### src/rtl/timer_ctrl.sv
// timer_ctrl: CSR-programmable system timer.
// A prescaler divides clk_i into ticks; each tick advances COUNT, which is
// compared against COMPARE to raise a sticky MATCH flag and a level interrupt.
module timer_ctrl #(
    parameter int          ADDR_WIDTH   = 32,
    parameter int          DATA_WIDTH   = 32,
    parameter logic [31:0] PRESCALE_RST = 32'd9999
) (
    input  logic                  clk_i,
    input  logic                  rst_i,
    input  logic                  req_i,
    input  logic                  we_i,
    input  logic [ADDR_WIDTH-1:0] addr_i,
    input  logic [DATA_WIDTH-1:0] wdata_i,
    output logic                  ack_o,
    output logic [DATA_WIDTH-1:0] rdata_o,
    output logic                  tick_o,
    output logic [31:0]           count_o,
    output logic                  irq_o
);

    // Register select codes taken from addr_i[4:2]
    localparam logic [2:0] SEL_CTRL     = 3'd0;
    localparam logic [2:0] SEL_PRESCALE = 3'd1;
    localparam logic [2:0] SEL_COMPARE  = 3'd2;
    localparam logic [2:0] SEL_COUNT    = 3'd3;
    localparam logic [2:0] SEL_STATUS   = 3'd4;

    // CTRL bit positions
    localparam int CTRL_EN          = 0;
    localparam int CTRL_AUTO_RELOAD = 1;
    localparam int CTRL_IRQ_EN      = 2;

    logic [2:0]            ctrl_q,     ctrl_d;
    logic [31:0]           prescale_q, prescale_d;
    logic [31:0]           compare_q,  compare_d;
    logic [31:0]           count_q,    count_d;
    logic                  match_q,    match_d;
    logic [31:0]           pre_q,      pre_d;
    logic                  ack_q,      ack_d;
    logic [DATA_WIDTH-1:0] rdata_q,    rdata_d;
    logic                  tick_q,     tick_d;

    logic [2:0]  sel;
    logic [31:0] wdata;
    logic        wr_en;
    logic        rd_en;
    logic        tick_now;
    logic        count_wr;
    logic [31:0] count_next;
    logic        count_hit;
    logic [31:0] read_val;

    // Address bits outside [4:2] belong to the external base decode
    logic unused_addr_bits;
    assign unused_addr_bits = ^{addr_i[ADDR_WIDTH-1:5], addr_i[1:0]};

    assign sel   = addr_i[4:2];
    assign wdata = wdata_i[31:0];
    assign wr_en = req_i & we_i;
    assign rd_en = req_i & ~we_i;

    // Prescaler and counter advance; a COUNT write overrides any tick this cycle
    always_comb begin
        tick_now   = ctrl_q[CTRL_EN] && (pre_q >= prescale_q);
        count_wr   = wr_en && (sel == SEL_COUNT);
        count_next = count_q + 32'd1;
        count_hit  = (count_next == compare_q);

        pre_d = pre_q;
        if (!ctrl_q[CTRL_EN] || count_wr || tick_now) begin
            pre_d = 32'd0;
        end else begin
            pre_d = pre_q + 32'd1;
        end

        count_d = count_q;
        if (count_wr) begin
            count_d = wdata;
        end else if (tick_now) begin
            if (count_hit && ctrl_q[CTRL_AUTO_RELOAD]) begin
                count_d = 32'd0;
            end else begin
                count_d = count_next;
            end
        end

        tick_d = tick_now;
    end

    // CSR writes; a MATCH set from a tick takes priority over a same-cycle clear
    always_comb begin
        ctrl_d     = ctrl_q;
        prescale_d = prescale_q;
        compare_d  = compare_q;
        match_d    = match_q;

        if (wr_en) begin
            case (sel)
                SEL_CTRL:     ctrl_d     = wdata[2:0];
                SEL_PRESCALE: prescale_d = wdata;
                SEL_COMPARE:  compare_d  = wdata;
                SEL_STATUS:   if (wdata[0]) match_d = 1'b0;
                default:      ;
            endcase
        end

        if (tick_now && !count_wr && count_hit) begin
            match_d = 1'b1;
        end
    end

    // Read mux returns pre-edge register values; rdata is zero unless acknowledging a read
    always_comb begin
        read_val = 32'd0;
        case (sel)
            SEL_CTRL:     read_val = {29'd0, ctrl_q};
            SEL_PRESCALE: read_val = prescale_q;
            SEL_COMPARE:  read_val = compare_q;
            SEL_COUNT:    read_val = count_q;
            SEL_STATUS:   read_val = {31'd0, match_q};
            default:      read_val = 32'd0;
        endcase

        rdata_d = '0;
        if (rd_en) begin
            rdata_d = DATA_WIDTH'(read_val);
        end

        ack_d = req_i;
    end

    // State registers, all cleared asynchronously while rst_i is low
    always_ff @(posedge clk_i or negedge rst_i) begin
        if (!rst_i) begin
            ctrl_q     <= 3'd0;
            prescale_q <= PRESCALE_RST;
            compare_q  <= 32'hFFFF_FFFF;
            count_q    <= 32'd0;
            match_q    <= 1'b0;
            pre_q      <= 32'd0;
            ack_q      <= 1'b0;
            rdata_q    <= '0;
            tick_q     <= 1'b0;
        end else begin
            ctrl_q     <= ctrl_d;
            prescale_q <= prescale_d;
            compare_q  <= compare_d;
            count_q    <= count_d;
            match_q    <= match_d;
            pre_q      <= pre_d;
            ack_q      <= ack_d;
            rdata_q    <= rdata_d;
            tick_q     <= tick_d;
        end
    end

    assign ack_o   = ack_q;
    assign rdata_o = rdata_q;
    assign tick_o  = tick_q;
    assign count_o = count_q;
    assign irq_o   = match_q & ctrl_q[CTRL_IRQ_EN];

endmodule

### config.mk
export PLATFORM = sky130hd
export DESIGN_NAME = timer_ctrl
export DESIGN_NICKNAME = d
export VERILOG_FILES = /design/src/rtl/timer_ctrl.sv
export SDC_FILE = /design/constraint.sdc
export NUM_CORES = 1
export LEC_CHECK = 0
export CAP_MARGIN = 5
export CELL_PAD_IN_SITES_DETAIL_PLACEMENT = 1
export CELL_PAD_IN_SITES_GLOBAL_PLACEMENT = 1
export CORE_ASPECT_RATIO = 1.4
export CORE_MARGIN = 4
export CORE_UTILIZATION = 53
export CTS_CLUSTER_SIZE = 40
export DETAILED_ROUTE_END_ITERATION = 16
export DONT_BUFFER_PORTS = 1
export PLACE_DENSITY = 0.91
export SLEW_MARGIN = 15
export SYNTH_ARGS = -nofsm -noshare
export SYNTH_HDL_FRONTEND = slang
export SYNTH_SLANG_ARGS = --single-unit
### constraint.sdc
create_clock -name clk_i -period 6.2 [get_ports clk_i]
set_input_delay 0.93 -clock clk_i [delete_from_list [all_inputs] [get_ports clk_i]]
set_output_delay 0.93 -clock clk_i [all_outputs]
set_load 0.005 [all_outputs]
* After elaboration in Yosys (flattened, before gate mapping)
Index checks and enable logic that the tools add are counted.
** Storage, ports and cells
- Bits in registers :: 166
- Latch bits :: 0
- RAM bits :: 0
- ROM bits :: 0
- Input bits :: 68
- Output and inout bits :: 67
- Logic and storage cells :: 49
- Memories kept :: 0
** Operators by class
- Add/sub/neg operators :: 2
- Multipliers :: 0
- Div/mod/pow operators :: 0
- Order comparisons :: 1
- Equality and inequality tests :: 5
- Shifts and indexed selects :: 0
- Mux-type cells :: 10
- Bitwise operators :: 4
- Reductions and logical operators :: 18
** Operators by type and width (count)
- 32-bit 2-to-1 mux :: 5
- 32-bit case mux with 5 select lines :: 1
- 32-bit by 1-bit adder with 32-bit output, second input constant :: 2
- 32-bit == test :: 1
- 32-bit greater-or-equal comparator :: 1
- 2-bit nonzero test :: 4
- 3-bit by 2-bit == test with 1-bit output, second input constant :: 2
- 2-bit AND reduction :: 3
- 1-bit logical AND :: 5
- 1-bit 2-to-1 mux :: 4
- 1-bit AND :: 3
- 3-bit by 1-bit == test with 1-bit output, second input constant :: 1
- 3-bit == test, second input constant :: 1
- 3-bit zero test :: 1
- 3-bit AND reduction :: 1
- 1-bit zero test :: 2
- 1-bit logical OR :: 2
- 1-bit inverter :: 1

* Depth between registers and ports, before layout
- Depth in word-level cells :: 7
- Depth in mapped cells :: 13
- Depth with buffers taken out :: 11

* Worst setup path after synthesis
No wires, ideal clock.
- Kind :: in2reg
- Start point :: in addr_i[3]
- End point :: reg compare_q[10]
- Setup time :: 0.082 ns
- Data arrival time :: 2.979 ns
- Data required time :: 6.118 ns
- Slack :: 3.139 ns
- Stages on the path :: 5
- Path buffers :: 2
- Cells stage by stage :: clkbuf_1 > inv_1 > nor4_1 > clkbuf_1 > mux2_2
** On the way
- Longest elaborated chain between the ends :: 2
** Ends and longest elaborated chain
- start, declared :: RTL line 13 : input logic [ADDR_WIDTH-1:0] addr_i,
- 3-bit by 2-bit == test with 1-bit output :: RTL line 99 : case (sel)
- 2-bit AND reduction (no source line)
- end signal, assigned :: RTL line 148 : compare_q <= compare_d;
- end, declared :: RTL line 36 : logic [31:0] compare_q, compare_d;
Every way passes these cells.
A chain may end at the register's enable or synchronous reset.

* Final worst setup path
- Start point :: reg count_q[0], in the netlist count_o[0]
- End point :: reg count_q[20], in the netlist count_o[20]
** On the way
- Longest elaborated chain between the ends :: 6
** Ends and longest elaborated chain
- start, declared :: RTL line 37 : logic [31:0] count_q, count_d;
- start signal, assigned :: RTL line 149 : count_q <= count_d;
- 32-bit by 1-bit adder with 32-bit output (*) :: RTL line 67 : count_next = count_q + 32'd1;
- 32-bit == test :: RTL line 68 : count_hit = (count_next == compare_q);
- 1-bit logical AND :: RTL line 81 : if (count_hit && ctrl_q[CTRL_AUTO_RELOAD]) begin
- 32-bit 2-to-1 mux (*) :: RTL line 81
- 32-bit 2-to-1 mux (*) :: RTL line 80 : end else if (tick_now) begin
- 32-bit 2-to-1 mux (*) :: RTL line 78 : if (count_wr) begin
Mark *: on every way between the ends. The rest lies on a longest branch, timed or not. The select of a mux whose other input is x is not followed.

==> flow_summary.toml <==
[logic_synthesis]
synth.avg_cell_area_um2 = 8.93
synth_area_um2 = 10200
ys_ff_latch = 166
yosysTopAreaCell = "dfrtp_1"
synthMuxAreaShare_pct = 7.91
synth_edf_count = 0
synth_compound_area_share_pct = 12.3
synth_warnings = 0
synthSimpleGateAreaFrac_pct = 23.3
synth_top_family_by_area = "simple AND/OR/NAND/NOR gates"
syn-num-nets = 1239
netlist.area_leader.share_pct = 31.0
synthXorXnorAreaFrac_pct = 5.86
dominantRegCellSynth = "dfrtp_1"
synth_cell_types = 69
async_flop_share_pct = 100
synthAdderAreaFrac_pct = 4.19
yosys-top-cells-area = "dfrtp_1 31%, dfstp_2 10%, nor2_1 5.2%, mux2_2 4.2%, ha_1 4.2%"
syn_inst = 1137
synth-seq-area-share_pct = 41.4

[placement]
gp_congestion = 0.899
place_area_um2 = 10200
place.port_buffers = 0
hpwl_mm = 22.5

[cells_and_area]
antenna_cells = 0
utilization_pct = 57.5
drive_above_1_share_pct = 13.2
area_growth_pct = 6.23
stdcell_area_um2 = 10800
finalNetCount = 1187

[clock_network]
cts_tree = "yes"
clk_latency_ns = 0.45
cts_setup_buffers = 0
cts.sinks = 166
cts_resized = 0
clock_path_buffers = 2
htreeDepth = 4
root_buffer = "clkbuf_16"
clkSlewWorstSetupHoldPaths_ns = 0.08
hold_buffers = 0
numCtsBuffers = 17

[power]
ir_worst_vdd_v = 0.000189
power_mw = 3.01
powerDensity_nw_per_um2 = 279
p_leak_nw = 4.43

[timing]
timing.slew.headroom_pct = 26.5
finalCritPeriodShare_pct = 66.4
finalHoldViolations = 0
finalCriticalPeriod_ns = 4.12
fin_tns_setup_ns = 0
slew_viol_final = 0
final-setup-viol-count = 0
worstMarginPinSlew_ns = 1.09
timing.fmax_mhz = 243
rsz0062_at_grt = "no"
skew_ns = 0.0178

[floorplan]
row_count = 59
die_y_um = 172
fp.coreArea_um2 = 18800
ios = 135
fp.dieArea_um2 = 21500
start_util_pct = 54.2
die_w_um = 125

[drt]
routed-wl-met2_mm = 17.5
drt_pass1_iterations = 5
vias = 9207
drtIter0Drc = 993
wl_met1_mm = 13.3
via_per_inst = 6.86
drtAntennaViolNets = 0
routed_wl_mm = 35.4
route.met3.wl_mm = 3.20
highest_layer = "met4"
route.detailed.drc = 0
wl_per_cell_um = 26.4

[critical_path]
crit_path_start_kind = "flip-flop"
worstPathArrival_ns = 4.44
crit_path_top_delay_cell = "nor4_1"
worst-path-buf-inv = 0
end_kind = "flip-flop"
required_ns = 6.52
crit_type = "flip-flop to flip-flop"
critPathMaxStageDelay_ns = 0.76
cp_cell_sequence = "ha_1 > and4_1 > nand2b_1 > nor4_1 > xnor2_1 > nor4_2 > nand4_2 > nor2_1 > o21ai_0 > o21a_1"
crit_family = "simple AND/OR/NAND/NOR gates"
crit_fanout = 8

[worst_hold_path]
worstHoldPathType = "primary input to async pin"

[job]
drv_cap = 0

[global_routing]
grt_first_pass_wirelength_mm = 56.1
first_global_vias = 9641
globalRouteOverflowTotal = 0
grt_max_degree = 167
grt_use_total_pct = 33.1
antenna_found_initial = 0

[run_status]
status = "finished clean"
-- registers in the layout (all words and copies together), names as in the netlist --
register,flops
compare_q,32
count_o,32
pre_q,32
prescale_q,32
rdata_o,32
ctrl_q,3
ack_o,1
match_q,1
tick_o,1
-- worst register-to-register path, stage by stage, from the launching register on --
cell,delay (ns)
dfrtp_1,0.55
ha_1,0.29
and4_1,0.35
nand2b_1,0.15
nor4_1,0.76
xnor2_1,0.31
nor4_2,0.43
nand4_2,0.31
nor2_1,0.45
o21ai_0,0.23
o21a_1,0.17
-- path summary, 6_finish.rpt --
kind	startpoint	endpoint	slack [ns]	depth (start not counted)
worst max-delay path	count_o[0]$_DFFE_PN0P_	count_o[20]$_DFFE_PN0P_	2.08	10
worst min-delay path	rst_i	count_o[4]$_DFFE_PN0P_	0.17	0
worst max register to register	count_o[0]$_DFFE_PN0P_	count_o[20]$_DFFE_PN0P_	2.08	10
worst min register to register	prescale_q[28]$_DFFE_PN0P_	rdata_o[28]$_DFF_PN0_	0.54	2
max in group asynchronous	rst_i	compare_q[23]$_DFFE_PN1P_	5.68	0
min in group clk_i	req_i	ack_o$_DFF_PN0_	0.51	0
-- cell usage in the layout (no fill, tap or decap), types with 36 or more instances in the layout --
cell type    n
nor3_1      36
nand2_1    111
dfrtp_1    126
nor2_1     142
inv_1       44
dfstp_2     40
mux2_2      38
nand3_1     36
o21ai_0     70
nand4_1     37
a21oi_1     54
-- cell type report --
cell class | count | area (um2)
Timing Repair Buffer | 9 | 67.6
Clock inverter | 12 | 116
Multi-Input combinational cell | 847 | 5460
Tap cell | 244 | 305
Inverter | 44 | 165
Clock buffer | 20 | 467
Fill cell | 2193 | 7960
Sequential cell | 166 | 4200
-- per-layer routing --
layer / global-route usage (%) / vias to the layer above
li1: - / 3917
met1: 40.5 / 4667
met2: 56.6 / 497
met3: 8.14 / 126
met4: 13.0 / 0
met5: 0 / -
-- logic make-up (layout without fill, tap and decap cells) --
| logic type | after synthesis | after routing |
|---|---|---|
| flops | 166 | 166 |
| simple gates | 470 | 470 |
| compound gates | 202 | 202 |
| buf+inv | 124 | 85 |
| xor+xnor | 68 | 68 |
| fa+ha+maj | 34 | 34 |
| mux | 73 | 73 |
-- Yosys cell counts, types with 36 or more instances --
cell type  count
a21oi_1       54
nor3_1        36
dfrtp_1      126
nor2_1       142
nand4_1       37
dfstp_2       40
nand3_1       37
nand2_1      111
o21ai_0       70
clkbuf_1      53
inv_1         44
mux2_2        38
-- power by group --
group	internal, mW	total (mW)	switching (mW)	leakage, nW
Clock	0.593	1.09	0.497	0.283
Combinational	0.223	0.546	0.323	2.07
Sequential	1.25	1.38	0.129	2.07
Total	2.06	3.01	0.950	4.43
-- per-stage QoR --
stage                     instances  hold slack (ns)  setup WS (ns)
after CTS                      1342            0.169           2.16
after detailed placement       1310            0.513           2.29
after global placement         1310            0.487           2.37
after global routing           1342            0.163           1.87
final                          1342            0.171           2.08
after floorplan                1137            0.480           3.14
Note: power is estimated with default switching activity, not from simulation.
